==> config.mk <==
export PLATFORM = sky130hd
export DESIGN_NAME = aftab_exe_result_buffer
export DESIGN_NICKNAME = d
export VERILOG_FILES = /design/src/rtl/aftab_wb_pkg.sv /design/src/rtl/aftab_result_mux.sv /design/src/rtl/aftab_exe_result_buffer.sv
export SDC_FILE = /design/constraint.sdc
export NUM_CORES = 1
export LEC_CHECK = 0
export CORE_MARGIN = 3
export CORE_UTILIZATION = 40
export CTS_CLUSTER_SIZE = 12
export DETAILED_ROUTE_END_ITERATION = 7
export GPL_TIMING_DRIVEN = 0
export PLACE_DENSITY_LB_ADDON = 0.3
export SKIP_CTS_REPAIR_TIMING = 1
export SYNTH_ARGS = -nofsm -noshare
export SYNTH_HDL_FRONTEND = slang
export SYNTH_SLANG_ARGS = --single-unit
==> constraint.sdc <==
create_clock -name clk -period 3.3 [get_ports clk]
set_clock_uncertainty 0.05 [all_clocks]
set_input_delay 0.99 -clock clk [delete_from_list [all_inputs] [get_ports clk]]
set_output_delay 0.99 -clock clk [all_outputs]
set_load 0.05 [all_outputs]
==> src/rtl/aftab_wb_pkg.sv <==
// Shared constants for the AFTAB execute-stage result buffer: source
// select encodings and the writeback skid-buffer depth.
package aftab_wb_pkg;

    localparam logic [1:0] SEL_LLU   = 2'b00;
    localparam logic [1:0] SEL_ADD   = 2'b01;
    localparam logic [1:0] SEL_SHIFT = 2'b10;
    localparam logic [1:0] SEL_CMP   = 2'b11;

    localparam int WB_DEPTH = 2;

endpackage

==> src/rtl/aftab_result_mux.sv <==
// Combinational 4:1 select of the execute-unit results. The comparator
// delivers a single set-less-than bit, zero-extended to the datapath width.
module aftab_result_mux
    import aftab_wb_pkg::*;
#(
    parameter int size = 32
) (
    input  logic [1:0]      selResult,
    input  logic [size-1:0] lluResult,
    input  logic [size-1:0] addResult,
    input  logic [size-1:0] shiftResult,
    input  logic            cmpResult,
    output logic [size-1:0] result
);

    // Pick the execute result named by selResult.
    always_comb begin
        result = '0;
        case (selResult)
            SEL_LLU:   result = lluResult;
            SEL_ADD:   result = addResult;
            SEL_SHIFT: result = shiftResult;
            SEL_CMP:   result = {{(size-1){1'b0}}, cmpResult};
            default:   result = '0;
        endcase
    end

endmodule

==> src/rtl/aftab_exe_result_buffer.sv <==
// Execute-stage result collector: selects one execute result, tags it with
// its destination register and holds it in a 2-entry skid FIFO feeding
// register-file writeback.
//
// Optional build macro AFTAB_WB_X0_SUPPRESS_EN: when defined, a push whose
// rdIn is 0 completes its handshake but is dropped, so x0 writes never
// reach writeback.
//
// Handshake: a push happens on any cycle with inValid && inReady, a pop on
// any cycle with outValid && outReady; data transfers on the rising edge
// ending that cycle. inReady depends only on the registered count, never on
// outReady, so a writeback stall cannot ripple back combinationally.
module aftab_exe_result_buffer
    import aftab_wb_pkg::*;
#(
    parameter int size    = 32,
    parameter int rdWidth = 5
) (
    input  logic               clk,
    input  logic               rst,
    input  logic               flush,
    input  logic               inValid,
    output logic               inReady,
    input  logic [1:0]         selResult,
    input  logic [size-1:0]    lluResult,
    input  logic [size-1:0]    addResult,
    input  logic [size-1:0]    shiftResult,
    input  logic               cmpResult,
    input  logic [rdWidth-1:0] rdIn,
    output logic               outValid,
    input  logic               outReady,
    output logic [size-1:0]    wbData,
    output logic [rdWidth-1:0] wbRd
);

    localparam logic [1:0] COUNT_FULL = 2'(WB_DEPTH);

    logic [size-1:0]    data_q [WB_DEPTH];
    logic [rdWidth-1:0] rd_q   [WB_DEPTH];
    logic               rd_ptr;
    logic               wr_ptr;
    logic [1:0]         count;

    logic [size-1:0]    sel_data;
    logic               push;
    logic               pop;
    logic               enq;

    aftab_result_mux #(
        .size(size)
    ) u_result_mux (
        .selResult  (selResult),
        .lluResult  (lluResult),
        .addResult  (addResult),
        .shiftResult(shiftResult),
        .cmpResult  (cmpResult),
        .result     (sel_data)
    );

    assign inReady  = (count != COUNT_FULL);
    assign outValid = (count != 2'd0);
    assign push     = inValid && inReady;
    assign pop      = outValid && outReady;

`ifdef AFTAB_WB_X0_SUPPRESS_EN
    assign enq = push && (rdIn != '0);
`else
    assign enq = push;
`endif

    // Every entry is zeroed when it is popped or flushed, so the slot at the
    // read pointer is always zero while the buffer is empty and the outputs
    // can be taken straight from it.
    assign wbData = data_q[rd_ptr];
    assign wbRd   = rd_q[rd_ptr];

    // FIFO storage, pointers and occupancy; rst and flush both empty it.
    always_ff @(posedge clk) begin
        if (rst || flush) begin
            for (int i = 0; i < WB_DEPTH; i++) begin
                data_q[i] <= '0;
                rd_q[i]   <= '0;
            end
            rd_ptr <= 1'b0;
            wr_ptr <= 1'b0;
            count  <= 2'd0;
        end else begin
            // A pop and a push in the same cycle always hit different slots:
            // a pop needs count>=1 and a push needs count<=1.
            if (pop) begin
                data_q[rd_ptr] <= '0;
                rd_q[rd_ptr]   <= '0;
                rd_ptr         <= ~rd_ptr;
            end
            if (enq) begin
                data_q[wr_ptr] <= sel_data;
                rd_q[wr_ptr]   <= rdIn;
                wr_ptr         <= ~wr_ptr;
            end
            case ({enq, pop})
                2'b10:   count <= count + 2'd1;
                2'b01:   count <= count - 2'd1;
                default: count <= count;
            endcase
        end
    end

endmodule
Word level (Yosys, flattened, before mapping):

Memory sizes are Yosys's and may differ from the RTL's. A register that Yosys moved wholly into a read port is not among the register bits.
Cells that the tools add are included.
Widths: inputs -> output; s select.

* add/subtract/negate cells: 2
* $mul: 0
* div/mod/pow operators: 0
* magnitude comparators: 0
* equal/unequal tests: 6
* shift operators: 0
* muxes and demuxes: 26
* bitwise logic cells: 2
* reductions and logical operators: 10

Operators with widths (count)
* $pmux 32 s4: 1
* $mux 32: 2
* $reduce_or 32->1: 2
* $mux 1: 20
* $mux 5: 2
* $reduce_or 5->1: 2
* $eq 2x2->1 const B: 3
* $eq 2x1->1 const B: 2
* $pmux 2 s2: 1
* $reduce_bool 2->1: 2
* $add 2x1->2 const B: 1
* $logic_and 1x1->1: 2
* $logic_not 2->1: 1
* $ne 2x2->1 const B: 1
* $not 1->1: 2
* $sub 2x1->2 const B: 1
* $logic_or 1x1->1: 1

* flip-flop bits (word level): 4
* latch bits: 0
* memory bits (writable): 74
* bits in read-only memories: 0
* input port bits: 109
* output and inout port bits: 39
* word-level logic and storage cells: 51
* memories: 2

Memory list
* data_q: words 2, width 32, read ports 1, clocked after Yosys merged registers in 1, wr ports 2, line aftab_exe_result_buffer.sv:38 `logic [size-1:0] data_q [WB_DEPTH];`
* rd_q: words 2, width 5, read ports 1, clocked after Yosys merged registers in 1, wr ports 2, line aftab_exe_result_buffer.sv:39 `logic [rdWidth-1:0] rd_q [WB_DEPTH];`

Depth between registers and ports, before layout:

Gate-level depths: netlist of run 1.

* depth in word-level cells: 7
* gate-level depth with buffers: 7
* mapped depth without buffers: 6

Cells and area by module:

A second synthesis of run 1 with hierarchy kept.

* cell total of the unflattened synthesis: 304
* area total of the unflattened synthesis: 4281.6 um^2

By module, submodules not included
* aftab_exe_result_buffer: instances 1, cells each 229, area an instance 3509.6 um^2, seq. area each 2322.2 um^2
* aftab_result_mux: instances 1, cells each 75, area an instance 772.0 um^2, seq. area each 0.0 um^2

Worst setup path after synthesis of run 1:

No wires, ideal clock.

* path type: input to register
* from: input port flush
* to: memory data_q[1][0], enable pin
* library setup time: 395 ps
* arrival: 2450 ps
* data required time: 2855 ps
* slack: 406 ps
* stages on the path: 5
* buffers on the path: 2
* cell sequence: nor2_1 > nand4_2 > buf_6 > buf_6 > nand2_1

RTL lines
* start, declared: line aftab_exe_result_buffer.sv:21 `input logic flush,`
* end, declared: line aftab_exe_result_buffer.sv:38

==> impl_metrics.py, run 1 <==
metrics = {
    "logic_synthesis": {
        "synth_compound_area_frac": 0.0791,
        "synth_cells": 309,
        "syn_area_mm2": 0.00397,
        "async_flop_share": 0,
        "synth_warnings": 0,
        "synth-xor-area-share": 0.00662,
        "syn_nets": 419,
        "synth-seq-area-share": 0.585,
        "synthFlopType": "edfxtp_1",
        "synth-edff-count": 74,
        "synthTopCellsByArea": "edfxtp_1 56%, mux2_2 10%, mux2i_1 7.8%, nor2_1 7.2%, a2bb2oi_1 6.8%",
        "synth_commonest_cells": "76 x nor2_1, 74 x edfxtp_1, 37 x mux2_2, 31 x a2bb2oi_1, 31 x mux2i_1",
        "yosysTopAreaCell": "edfxtp_1",
        "synth_top_family_by_area": "multiplexers",
        "ys_seq_elements": 79,
        "netlist.area_leader.share": 0.560,
        "synth_mux_area_frac": 0.189,
        "synth_cell_types": 26,
        "postSynthAreaPerCell_um2": 12.8,
        "synth-simple-area-share": 0.0968,
        "synth_most_common_cell": "nor2_1",
        "synthAdderAreaFrac": 0.00315,
    },
    "worst_setup_path": {
        "critPathMaxFanout": 10,
        "timing.critical_path.required_ns": 2.26,
        "max_stage_delay_ns": 0.72,
        "end_kind": "output pin",
        "criticalPathCategory": "flop to output pin",
        "crit_path_start_kind": "flop",
        "crit_slowest_cell": "clkdlybuf4s50_1",
        "path_cells": "buf_2, mux2_2, clkdlybuf4s50_1",
        "critPathArrivalTime_ns": 2.00,
    },
    "min_path": {
        "hp-class": "flop to flop",
    },
    "clocking": {
        "h-tree-depth": 3,
        "cts_buffers": 9,
        "tritoncts": "built",
        "clockBufferDepth": 2,
        "cts.clk_slew.worst_paths_ns": 0.08,
        "cts_sinks": 79,
        "clk-insertion-delay-late_ns": 0.34,
        "cts-root-buf": "clkbuf_8",
    },
    "flow_run": {
        "maxCapViolations": 0,
    },
    "grt": {
        "grt_antenna_before_repair": 0,
        "grt_pass1_wl_um": 16100,
        "grt.total_usage": 0.185,
        "grt_max_degree": 22,
        "grt_pass1_vias": 3311,
        "grt_overflow": 0,
    },
    "power_and_ir_drop": {
        "p_sw_frac": 0.257,
        "combPwrFrac": 0.217,
        "pwr-share-seq": 0.471,
        "p_leak_nw": 2.80,
        "p_clk_frac": 0.312,
        "power_mw": 2.47,
        "peakVddDrop_mv": 0.185,
        "internal_power_mw": 1.83,
        "power_density_mw_per_mm2": 416,
        "power_switching_mw": 0.634,
    },
    "detailed_routing": {
        "ant_nets": 0,
        "drtIter0Drc": 101,
        "post-route-drc-count": 0,
        "routed_wl_um": 10200,
        "wl_per_cell_um": 17.1,
        "vias": 3011,
        "viasPerCell": 5.02,
        "dr.pass1.iters": 4,
    },
    "sta": {
        "hold_violations": 0,
        "setup_viol": 0,
        "timing.slew.headroom": 0.617,
        "period_share": 0.921,
        "rsz0062_at_grt": "false",
        "fmax_ghz": 0.329,
        "worst_pin_slew_ns": 0.572,
        "layout_min_cycle_time_ns": 3.04,
        "maxSlewViolCount": 0,
    },
    "floorplan": {
        "ios": 148,
        "row_count": 35,
        "fp.dieH_um": 106,
        "start_util": 0.420,
        "design.core.area_mm2": 0.00946,
        "die_area_mm2": 0.0112,
        "dieWidth_um": 106,
    },
    "placement": {
        "io_buffers": 145,
        "dp_hpwl_um": 7520,
        "place_inst": 585,
        "gp_congestion": 0.719,
    },
    "final_layout": {
        "drive_gt1_frac": 0.170,
        "n_antenna_cell": 0,
        "fin_util": 0.627,
        "area_growth_pct": 49.3,
        "nNetsFinal": 577,
        "fin_cells": 600,
    },
    "status": {
        "status": "complete, no violations",
    },
}
[critical path, delay by kind of cell, from the launching register on]
family	cells	cell delay (ns)
buffers and inverters	2	0.97
muxes	1	0.37
DFF	1	0.31
[cell families (layout without fill, tap and decap cells)]
family	count (synthesis)	in the layout
flops	79	79
mux	69	69
simple gates	89	89
compound gates	38	38
buf+inv	30	192
xor+xnor	3	3
fa+ha+maj	1	1
[per-layer routing]
layer	part of all wire	global-route usage	wire, µm
met5	0	0	0
met2	0.52	0.327	5320
met1	0.41	0.221	4160
met4	0.012	0.0574	121
met3	0.061	0.0472	625
[power by group through the flow]
stage | clock network, mW | logic, mW | registers, mW
after floorplan | 0 | 0.299 | 1.18
after global placement | 0 | 0.526 | 1.18
after detailed placement | 0 | 0.542 | 1.19
after CTS | 0.778 | 0.544 | 1.16
after global routing | 0.823 | 0.567 | 1.17
final | 0.770 | 0.535 | 1.16
[stage by stage]
stage               hold slack [ns]  setup slack, ns  cell area, µm²  TNS, ns
finish                        0.487            0.262            5930        0
global route                  0.530            0.166            5930        0
CTS                           0.494           -0.105            5850    -2.39
detailed placement            0.481           0.0441            5640        0
global placement              0.444           -0.596            5580   -38.39
floorplan                     0.430            0.406            3970        0
[layout make-up]
type | instances | area [µm²]
sequential | 79 | 2320
fill | 758 | 3530
tap | 129 | 161
clock buffer | 9 | 124
clock inverter | 6 | 86.3
buffer | 24 | 138
multi-input combinational | 200 | 1490
timing repair buffer | 147 | 1580
inverter | 6 | 22.5
[layout by cell type, fill, tap and decap left out, drive strengths merged, types with 5 or more instances in the layout]
master	count
dlymetal6s2s	30
mux2i	31
clkbuf	15
a2bb2oi	31
edfxtp	74
clkdlybuf4s50	115
inv	6
nor2	76
buf	20
dfxtp	5
mux2	37
[final timing paths]
kind / start / cells after the start / slack (ns) / to
worst max-delay path: flop / 3 / 0.26 / wbData[4]
worst min register to register: count[1] / 2 / 0.49 / count[1]
worst max register to register: count[0] / 7 / 1.11 / data_q[1][4]
worst min-delay path: count[1] / 2 / 0.49 / count[1]
[flip-flops by register name, indices dropped and copies added (netlist names), named ones only]
| signal | flops |
|---|---|
| data_q | 64 |
| rd_q | 10 |
| rd_ptr | 1 |
| wr_ptr | 1 |
| count | 2 |
Power figures use the tool's default switching activity.
==> run 2: changes to the inputs <==
--- a/config.mk
+++ b/config.mk
@@ -5,6 +5,7 @@
 export SDC_FILE = /design/constraint.sdc
 export NUM_CORES = 1
 export LEC_CHECK = 0
+export CAP_MARGIN = 20
 export CORE_MARGIN = 3
 export CORE_UTILIZATION = 40
 export CTS_CLUSTER_SIZE = 12
==> results of run 2 <==
The final DEF is identical to that of run 1; final timing and power are the same.
==> run 3: changes to the inputs <==
--- a/config.mk
+++ b/config.mk
@@ -6,7 +6,8 @@
 export NUM_CORES = 1
 export LEC_CHECK = 0
 export CAP_MARGIN = 20
-export CORE_MARGIN = 3
+export CORE_ASPECT_RATIO = 0.75
+export CORE_MARGIN = 2
 export CORE_UTILIZATION = 40
 export CTS_CLUSTER_SIZE = 12
 export DETAILED_ROUTE_END_ITERATION = 7
==> impl_metrics.py, run 3 (synthesized netlist as in run 1, its figures left out) <==
metrics = {
    "grt": {
        "grt_pass1_wl_um": 14800,
        "grt.total_usage": 0.181,
        "grt_max_degree": 28,
        "grt_overflow": 0,
        "grt_pass1_vias": 3015,
        "grt_antenna_before_repair": 0,
    },
    "min_path": {
        "hp-class": "flop to flop",
    },
    "floorplan": {
        "fp.dieH_um": 90.3,
        "die_area_mm2": 0.0107,
        "ios": 148,
        "row_count": 31,
        "dieWidth_um": 119,
        "start_util": 0.411,
        "design.core.area_mm2": 0.00966,
    },
    "final_layout": {
        "drive_gt1_frac": 0.167,
        "final_common_cell": "clkdlybuf4s50_1",
        "area_growth_pct": 51.7,
        "fin_cells": 604,
        "nFillCells": 787,
        "n_antenna_cell": 0,
        "largest_register": "data_q",
        "layout_common_cells": "115 x clkdlybuf4s50_1, 76 x nor2_1, 74 x edfxtp_1",
        "nNetsFinal": 577,
        "largestRegisters": "data_q (64), rd_q (10), count (2)",
        "multiInputGateArea_mm2": 0.00149,
        "largest_reg_flops": 64,
        "design_area_mm2": 0.00602,
        "seq_area_mm2": 0.00232,
    },
    "sta": {
        "setup_viol": 0,
        "worst_pin_slew_ns": 0.544,
        "holdWs_ns": 0.502,
        "maxSlewViolCount": 0,
        "rsz0062_at_grt": "false",
        "layout_min_cycle_time_ns": 2.98,
        "fmax_ghz": 0.335,
        "hold_violations": 0,
        "timing.slew.headroom": 0.637,
        "period_share": 0.904,
    },
    "detailed_routing": {
        "routed_wl_um": 9880,
        "viasPerCell": 4.98,
        "drtIter0Drc": 102,
        "post-route-drc-count": 0,
        "ant_nets": 0,
        "dr.pass1.iters": 4,
        "wl_per_cell_um": 16.4,
        "vias": 3008,
    },
    "clocking": {
        "cts_sinks": 79,
        "h-tree-depth": 3,
        "cts-root-buf": "clkbuf_16",
        "clockBufferDepth": 2,
        "cts_buffers": 9,
        "clk-insertion-delay-late_ns": 0.33,
        "cts.clk_slew.worst_paths_ns": 0.06,
        "tritoncts": "built",
    },
    "worst_setup_path": {
        "critPathArrivalTime_ns": 1.94,
        "crit_path_start_kind": "flop",
        "critPathMaxFanout": 10,
        "end_kind": "output pin",
        "timing.critical_path.required_ns": 2.26,
        "criticalPathCategory": "flop to output pin",
    },
    "placement": {
        "dp_hpwl_um": 7280,
        "gp_congestion": 0.743,
        "place_area_mm2": 0.00563,
        "io_buffers": 145,
        "place_inst": 588,
    },
    "status": {
        "status": "complete, no violations",
    },
    "power_and_ir_drop": {
        "power_density_mw_per_mm2": 456,
        "p_leak_nw": 2.83,
        "peakVddDrop_mv": 0.214,
    },
    "flow_run": {
        "maxCapViolations": 0,
    },
}
run 3: cell types whose count changed in the layout (fill, tap and decap cells not counted), sizes merged:
| cell | previous run | this run |
|---|---|---|
| clkinvlp | 1 | 2 |
| clkbuf | 15 | 17 |
| clkinv | 3 | 1 |
run 3: final cells by class:
class,instances,area share
well taps,132,0.0274
flip-flops and latches,79,0.386
plain buffers,24,0.0229
clock inverters,5,0.0139
multi-input cells,200,0.248
repair buffers,147,0.260
inverters,6,0.00374
clock buffers,11,0.0386
run 3: worst paths after layout:
path	startpoint	endpoint	slack, ns	depth (start not counted)
worst max-delay path	flop	wbData[4]	0.32	3
worst min-delay path	count[1]	count[1]	0.50	2
worst max register to register	count[0]	data_q[1][18]	1.26	7
worst min register to register	count[1]	count[1]	0.50	2
run 3: critical path, cell delays in order, from the launching register on:
cell and delay [ns]:
dfxtp_1 0.30, buf_2 0.23, mux2_2 0.38, clkdlybuf4s50_1 0.70
run 3: through the flow:
stage	setup TNS (ns)	power, mW	setup slack (ns)	util
3_3_place_gp	-38.08	1.71	-0.576	0.578
2_1_floorplan	0	1.48	0.406	-
4_1_cts	-0.182	2.77	-0.0279	0.616
6_report	0	2.75	0.317	0.624
5_1_grt	0	2.83	0.262	0.624
3_5_place_dp	0	1.73	0.189	0.583
run 3: metal layers:
layer | vias to the layer above | track usage | routed length, µm
met5 | - | 0 | 0
met4 | 0 | 0.0506 | 121
met3 | 11 | 0.0676 | 907
met2 | 123 | 0.307 | 4710
met1 | 1429 | 0.216 | 4140
li1 | 1445 | - | -
run 3: report_power, final:
group          internal, mW  total [mW]  switching, mW  leakage, nW
Combinational         0.263       0.534          0.272         1.80
Clock                 0.664        1.05          0.385        0.146
Sequential             1.15        1.16         0.0139        0.882
